==> config.mk <==
export PLATFORM = sky130hd
export DESIGN_NAME = keypad_scanner_flat
export DESIGN_NICKNAME = d
export VERILOG_FILES = /design/src/rtl/keypad_scanner_if.sv /design/src/rtl/keypad_scanner.sv /design/src/flat_wrapper.sv
export SDC_FILE = /design/constraint.sdc
export NUM_CORES = 1
export LEC_CHECK = 0
export CORE_MARGIN = 4
export CORE_UTILIZATION = 55
export DETAILED_ROUTE_END_ITERATION = 10
export PLACE_DENSITY = 0.74
export SLEW_MARGIN = 20
export SYNTH_ARGS = -nofsm -noshare
export SYNTH_HDL_FRONTEND = slang
export SYNTH_SLANG_ARGS = --single-unit
==> constraint.sdc <==
create_clock -name clk -period 5.58 [get_ports clk]
set_input_delay 0.837 -clock clk [delete_from_list [all_inputs] [get_ports clk]]
set_output_delay 0.837 -clock clk [all_outputs]
set_load 0.005 [all_outputs]
==> src/rtl/keypad_scanner_if.sv <==
// Keypad pin bundle plus the debounced key code handed to the downstream decoder.
// The scanner uses the master view; the keypad/decoder side uses the slave view.
interface keypad_scanner_if;
  logic [3:0] row_in;
  logic [3:0] col_out;
  logic [3:0] rows;
  logic [3:0] columns;
  logic       key_valid;
  logic       key_strobe;

  modport master (
    input  row_in,
    output col_out, rows, columns, key_valid, key_strobe
  );

  modport slave (
    output row_in,
    input  col_out, rows, columns, key_valid, key_strobe
  );
endinterface

==> src/rtl/keypad_scanner.sv <==
// 4x4 matrix keypad scanner: walks an active-low column, synchronizes the rows,
// debounces press and release, and presents one stable {rows, columns} code per keystroke.
module keypad_scanner #(
  parameter int SCAN_DIV     = 50000,
  parameter int DEBOUNCE_CNT = 8
) (
  input  logic             clk,
  input  logic             rst_n,
  keypad_scanner_if.master kp
);
  typedef enum logic [1:0] {SCAN, DEBOUNCE, HELD} state_t;

  localparam logic [15:0] DIV_LAST  = 16'(SCAN_DIV - 1);
  localparam logic [7:0]  DB_TARGET = 8'(DEBOUNCE_CNT);

  state_t      state, state_nxt;
  logic [3:0]  row_m, row_s;
  logic [15:0] div;
  logic        tick;
  logic        row_ok;
  logic [3:0]  col_adv;
  logic [7:0]  cnt, cnt_nxt;
  logic [7:0]  rel_cnt, rel_cnt_nxt;
  logic [3:0]  cand_row, cand_row_nxt;
  logic [3:0]  cand_col, cand_col_nxt;
  logic [3:0]  col, col_nxt;
  logic [3:0]  rows_q, rows_nxt;
  logic [3:0]  cols_q, cols_nxt;
  logic        valid_q, valid_nxt;
  logic        strobe_q, strobe_nxt;

  // Row pins are asynchronous; the divider free-runs regardless of state.
  always_ff @(posedge clk) begin
    if (!rst_n) begin
      row_m <= 4'hF;
      row_s <= 4'hF;
      div   <= '0;
    end else begin
      row_m <= kp.row_in;
      row_s <= row_m;
      div   <= (div == DIV_LAST) ? 16'd0 : div + 16'd1;
    end
  end

  assign tick    = (div == DIV_LAST);
  assign row_ok  = $onehot(~row_s);
  assign col_adv = {col[2:0], col[3]};

  always_ff @(posedge clk) begin
    if (!rst_n) begin
      state    <= SCAN;
      cnt      <= '0;
      rel_cnt  <= '0;
      cand_row <= 4'hF;
      cand_col <= 4'hF;
      col      <= 4'b1110;
      rows_q   <= 4'hF;
      cols_q   <= 4'hF;
      valid_q  <= 1'b0;
      strobe_q <= 1'b0;
    end else begin
      state    <= state_nxt;
      cnt      <= cnt_nxt;
      rel_cnt  <= rel_cnt_nxt;
      cand_row <= cand_row_nxt;
      cand_col <= cand_col_nxt;
      col      <= col_nxt;
      rows_q   <= rows_nxt;
      cols_q   <= cols_nxt;
      valid_q  <= valid_nxt;
      strobe_q <= strobe_nxt;
    end
  end

  always_comb begin
    state_nxt    = state;
    cnt_nxt      = cnt;
    rel_cnt_nxt  = rel_cnt;
    cand_row_nxt = cand_row;
    cand_col_nxt = cand_col;
    col_nxt      = col;
    rows_nxt     = rows_q;
    cols_nxt     = cols_q;
    valid_nxt    = valid_q;
    strobe_nxt   = 1'b0;
    if (tick) begin
      unique case (state)
        SCAN: begin
          if (row_ok) begin
            cand_row_nxt = row_s;
            cand_col_nxt = col;
            if (DEBOUNCE_CNT == 1) begin
              rows_nxt    = row_s;
              cols_nxt    = col;
              strobe_nxt  = 1'b1;
              valid_nxt   = 1'b1;
              rel_cnt_nxt = '0;
              state_nxt   = HELD;
            end else begin
              cnt_nxt   = 8'd1;
              state_nxt = DEBOUNCE;
            end
          end else begin
            col_nxt = col_adv;
          end
        end
        DEBOUNCE: begin
          // The column stays frozen, so only the candidate row needs comparing.
          if (row_s == cand_row) begin
            cnt_nxt = cnt + 8'd1;
            if (cnt + 8'd1 == DB_TARGET) begin
              rows_nxt    = cand_row;
              cols_nxt    = cand_col;
              strobe_nxt  = 1'b1;
              valid_nxt   = 1'b1;
              rel_cnt_nxt = '0;
              state_nxt   = HELD;
            end
          end else begin
            col_nxt   = col_adv;
            state_nxt = SCAN;
          end
        end
        HELD: begin
          if (row_s == 4'hF) begin
            rel_cnt_nxt = rel_cnt + 8'd1;
            if (rel_cnt + 8'd1 == DB_TARGET) begin
              rel_cnt_nxt = '0;
              valid_nxt   = 1'b0;
              col_nxt     = col_adv;
              state_nxt   = SCAN;
            end
          end else begin
            rel_cnt_nxt = '0;
          end
        end
        default: state_nxt = SCAN;
      endcase
    end
  end

  assign kp.col_out    = col;
  assign kp.rows       = rows_q;
  assign kp.columns    = cols_q;
  assign kp.key_valid  = valid_q;
  assign kp.key_strobe = strobe_q;
endmodule

==> src/flat_wrapper.sv <==
// flat-port wrapper written by rule: the top's interface ports become plain ports
module keypad_scanner_flat 
#(
  parameter int SCAN_DIV     = 50000,
  parameter int DEBOUNCE_CNT = 8
)
  (clk, rst_n, kp_row_in, kp_col_out, kp_rows, kp_columns, kp_key_valid, kp_key_strobe);
  keypad_scanner_if kp_i ();
  input  logic clk;
  input  logic rst_n;
  input wire logic [$bits(kp_i.row_in)-1:0] kp_row_in;
  output wire logic [$bits(kp_i.col_out)-1:0] kp_col_out;
  output wire logic [$bits(kp_i.rows)-1:0] kp_rows;
  output wire logic [$bits(kp_i.columns)-1:0] kp_columns;
  output wire logic [$bits(kp_i.key_valid)-1:0] kp_key_valid;
  output wire logic [$bits(kp_i.key_strobe)-1:0] kp_key_strobe;
  assign kp_i.row_in = kp_row_in;
  assign kp_col_out = kp_i.col_out;
  assign kp_rows = kp_i.rows;
  assign kp_columns = kp_i.columns;
  assign kp_key_valid = kp_i.key_valid;
  assign kp_key_strobe = kp_i.key_strobe;
  keypad_scanner #(.SCAN_DIV(SCAN_DIV), .DEBOUNCE_CNT(DEBOUNCE_CNT)) u_core (.clk(clk), .rst_n(rst_n), .kp(kp_i));
endmodule
# --- Word-level counts from Yosys, hierarchy flattened ---
# Index checks and enable logic that the tools add are counted.
totals:
  word_cells: 75
  output_inout_bits: 14
  in_bits: 6
  ff_bits: 64
classes:
  n_reduce_logical: 13
  bitwise: 2
  eq_ne: 16
  add_sub_neg: 6
  mux: 25
op_table:
  columns: ["op", "n"]
  rows:
  - ["$mux 8", 6]
  - ["$pmux 8 s2", 2]
  - ["$add 16x1->16 const B", 1]
  - ["$add 8x1->8 const B", 2]
  - ["$eq 16x16->1 const B", 1]
  - ["$eq 8x4->1 const B", 2]
  - ["$mux 4", 4]
  - ["$reduce_and 4->1", 4]
  - ["$pmux 4 s3", 1]
  - ["$reduce_and 6->1", 2]
  - ["$mux 2", 5]
  - ["$ne 2x1->1 const B", 5]
  - ["$pmux 2 s3", 1]
  - ["$mux 1", 5]
  - ["$reduce_and 5->1", 1]
  - ["$add 1x1->2", 2]
  - ["$eq 4x4->1", 1]
  - ["$eq 4x4->1 const B", 1]
  - ["$ne 2x2->1 const B", 2]
  - ["$not 4->4", 1]
  - ["$reduce_bool 2->1", 2]
  - ["$add 3x3->3", 1]
  - ["$eq 3x1->1 const B", 1]
  - ["$ne 3x3->1 const B", 1]
  - ["8 further kinds", 8]

# --- Longest topological paths before layout ---
logic_depth:
  ltp_word: 6
  ltp_mapped: 10
  mapped_depth_nobuf: 10

# --- Least setup slack after synthesis ---
# No wires, ideal clock.
synth_timing:
  kind: "register -> register"
  from: "register u_core.row_s[0]"
  to: "register u_core.cnt[3]"
  path_stages_with_launch: 10
  t_arrival_ps: 2576
  setup_time_ps: 116
  synth_period_minus_slack_ps: 2693
  required_time_ps: 5464
  setup_slack_ps: 2887
  path_cell_list: "dfxtp_1 > inv_1 > ha_1 > ha_1 > fa_1 > or3b_2 > a21oi_2 > a21boi_2 > nand2_1 > a31o_2"
synth_between:
  elab_chain_cells: 6
synth_lines:
  columns: ["item", "line", "source"]
  rows:
  - ["start: declaration", "keypad_scanner.sv:17", "logic [3:0] row_m, row_s;"]
  - ["start signal: assignment", "keypad_scanner.sv:40", "row_s <= row_m;"]
  - ["$not 4->4", "keypad_scanner.sv:46", "assign row_ok = $onehot(~row_s);"]
  - ["$add 1x1->2 (not written as such)", "keypad_scanner.sv:46", null]
  - ["$add 3x3->3 (not written as such)", "keypad_scanner.sv:46", null]
  - ["$eq 3x1->1", "keypad_scanner.sv:46", null]
  - ["$ne 2x1->1 (no line)", null, null]
  - ["$reduce_and 4->1 (no line) *", null, null]
  - ["end signal: assignment", "keypad_scanner.sv:63", "cnt <= cnt_nxt;"]
  - ["end: declaration", "keypad_scanner.sv:22", "logic [7:0] cnt, cnt_nxt;"]
# Every way passes the cells marked *; elsewhere a longest branch is shown, timed or not.
# A chain may end at the register's enable or synchronous reset.

# --- Worst setup path in the final report ---
layout_timing:
  from: "register u_core.row_s[0]"
  to: "register u_core.cnt[4]"
# The elaborated chain is that of the path after synthesis.

==> run_results.csv <==
group,metric,value,unit
pwr,ir_drop,0.000215,V
floorplan,die_w,82.5,um
finish,fin_nets,365,
timing,period_minus_slack,2.96,ns
finish,fin_util,65.2,%
routing,vias,2327,
worst_setup_path,startpoint,"u_core.row_s[0]$_SDFF_PN1_",
logic_synthesis,synth_top_family_by_area,"simple AND/OR/NAND/NOR gates",
floorplan,dieArea,6800,um^2
placement,gp_congestion,0.804,
clock_network,insertion_delay,0.33,ns
timing,clock-skew-final,0.00689,ns
placement,hpwl,3.87,mm
routing,ant_nets,0,
global_routing,grt-ovfl-total,0,
logic_synthesis,ys_ff_latch,64,
logic_synthesis,netlist_instances,326,
logic_synthesis,synth_compound_area_share,11.0,%
finish,drive_above_1_share,10.6,%
clock_network,cts-root-buf,"clkbuf_8",
job,max_cap_violations,0,
logic_synthesis,syn_area,3050,um^2
routing,drcViolationCount,0,
logic_synthesis,synth_top_cell_by_area,"dfxtp_1",
worst_setup_path,cp-start-kind,"register",
timing,hold_ws,0.402,ns
global_routing,grt_first_pass_wirelength,9.97,mm
worst_setup_path,crit_fanout,9,
clock_network,clkTransAtPathRegs,0.06,ns
worst_setup_path,reg2reg_from,"u_core.row_s[0]$_SDFF_PN1_",
logic_synthesis,post_synth_num_cell_types,51,
logic_synthesis,syn-num-nets,346,
floorplan,io_pins,20,
logic_synthesis,synth_xor_area_share,5.17,%
clock_network,cts.sinks,64,
finish,final_area,3420,um^2
floorplan,dieHeight,82.5,um
timing,relSlewSlack,63.2,%
global_routing,grt_usage,18.8,%
global_routing,grt_pass1_vias,2246,
timing,setup_violations,0,
clock_network,postCtsResizedCells,0,
logic_synthesis,synth_edf_count,0,
logic_synthesis,syn-mean-instance-area,9.36,um^2
timing,finalMaxSlewViolations,0,
worst_setup_path,critPathCaptureType,"register",
timing,hold_viol,0,
logic_synthesis,synth_top_area_share,42.0,%
clock_network,cts_made_buffers,9,
logic_synthesis,synth.area.top_cells,"dfxtp_1 (42%), mux2i_1 (6.6%), ha_1 (5.3%)",
placement,io_buffers,19,
pwr,p_per_area,245,nW/um^2
clock_network,cts_tree,"built",
worst_setup_path,reg2reg_setup_slack,2.62,ns
worst_setup_path,setup.worst_path.class,"reg2reg",
worst_setup_path,critPathCapture,"u_core.cnt[4]$_SDFFE_PN0P_",
routing,drtIter0Drc,79,
min_path,hp-class,"reg2reg",
worst_setup_path,worst_ep_required_time,5.80,ns
worst_setup_path,r2r_cells,9,
logic_synthesis,yosysSeqAreaShare,42.0,%
finish,layoutNonFillerInstCount,419,
timing,fmax,338,MHz
timing,fin_crit_sh,53.0,%
logic_synthesis,synth-adder-area-share,5.99,%
floorplan,floorplan.rows,26,
status,status,"finished clean",
routing,viasPerCell,5.55,
logic_synthesis,synth.area.mux_share,6.56,%
worst_setup_path,regToRegEndpoint,"u_core.cnt[4]$_SDFFE_PN0P_",
logic_synthesis,async_flop_share,0,%
pwr,leakagePower,1.43,nW
finish,n_antenna_cell,0,
clock_network,hold_buffers,0,
global_routing,grt_max_degree,56,
finish,areaGrowthSynthToFinish,12.0,%
clock_network,htree_levels,3,
timing,grt_setup_unrepaired,"false",
timing,tns,0,ns
finish,final_common_cell,"dfxtp_1",
floorplan,fp.coreArea,5240,um^2
finish,mostFrequentLayoutCells,"dfxtp_1 (64), nand2_1 (43), nor2_1 (28)",
logic_synthesis,yosys_warnings,0,
routing,post_drt_wl_per_cell,13.5,um
routing,drt_wl_total,5.64,mm
global_routing,grt_antenna_before_repair,0,
logic_synthesis,synthSimpleGateAreaFrac,25.1,%
placement,place_area,3240,um^2
clock_network,post_cts_buffers,0,
logic_synthesis,synth_ff_type,"dfxtp_1",
floorplan,initial_utilization,58.2,%
timing,worst_pin_slew,0.552,ns
placement,dp_cells,404,
clock_network,clk_path_buf_depth,2,
worst_setup_path,cp_data_arrival_time,3.18,ns
routing,dr.pass1.iters,4,
==> per-stage QoR <==
stage,setup WS (ns),power [mW]
floorplan,2.89,0.497
global placement,2.72,0.502
detailed placement,2.62,0.504
CTS,2.62,0.845
global route,2.44,0.873
finish,2.62,0.837
==> critical path: stages (launching register included) <==
cell and delay (ns):
dfxtp_1 0.38, inv_1 0.07, ha_1 0.31, ha_1 0.22
fa_1 0.42, or3b_2 0.51, a21oi_2 0.19, a21boi_2 0.40
nand2_1 0.10, a31o_2 0.25
==> synth_stat cells (4+ instances only) <==
cell	count
dfxtp_1	64
a31o_2	4
o21ai_0	12
inv_1	11
nand2_1	43
nor2_1	28
nand3_1	19
xnor2_1	5
nand4_1	5
and3_1	6
nand2b_1	10
xor2_1	13
mux2i_1	20
clkbuf_1	5
o31ai_1	4
nor4_1	5
o211ai_1	12
ha_1	13
==> routing by layer <==
layer	vias to the layer above	global-route usage [%]	wire length [um]
met1	1098	23.7	2690
met5	-	0	0
met3	6	5.75	237
met4	0	5.15	55
li1	1182	-	-
met2	41	31.1	2660
==> state kept, by name, indices dropped and copies added, names as in the netlist, 2 cells and up <==
register           flops
u_core.cand_col        4
u_core.div            16
u_core.kp.rows         4
u_core.row_s           4
u_core.cand_row        4
u_core.row_m           4
u_core.kp.col_out      4
u_core.kp.columns      4
u_core.rel_cnt         8
u_core.state           2
u_core.cnt             8
==> area by class of cell <==
type | count | area (um^2)
Tap cell | 70 | 87.6
Timing Repair Buffer | 20 | 193
Multi-Input combinational cell | 239 | 1640
Inverter | 11 | 41.3
Clock inverter | 3 | 17.5
Fill cell | 441 | 1820
Sequential cell | 64 | 1280
Clock buffer | 12 | 155
==> worst min path at each step <==
stage,start,to,slack (ns),cells past startpoint
final,u_core.row_m[2]$_SDFF_PN1_,u_core.row_s[2]$_SDFF_PN1_,0.40,1
after global routing,u_core.row_m[2]$_SDFF_PN1_,u_core.row_s[2]$_SDFF_PN1_,0.43,1
after CTS,u_core.row_m[2]$_SDFF_PN1_,u_core.row_s[2]$_SDFF_PN1_,0.40,1
after detailed placement,u_core.row_m[2]$_SDFF_PN1_,u_core.row_s[2]$_SDFF_PN1_,0.39,1
after global placement,u_core.row_m[1]$_SDFF_PN1_,u_core.row_s[1]$_SDFF_PN1_,0.40,1
after floorplan,u_core.row_m[0]$_SDFF_PN1_,u_core.row_s[0]$_SDFF_PN1_,0.39,1
==> report_power, final <==
group	internal (mW)	switching, mW
clock network	0.181	0.162
logic	0.0113	0.0177
registers	0.461	0.00311
total	0.654	0.183
==> cells by family after synthesis <==
family | count (synthesis)
compound gates | 45
xor+xnor | 18
fa+ha+maj | 14
buf+inv | 23
flops | 64
mux | 20
simple gates | 142
(Power assumes the default switching activity.)
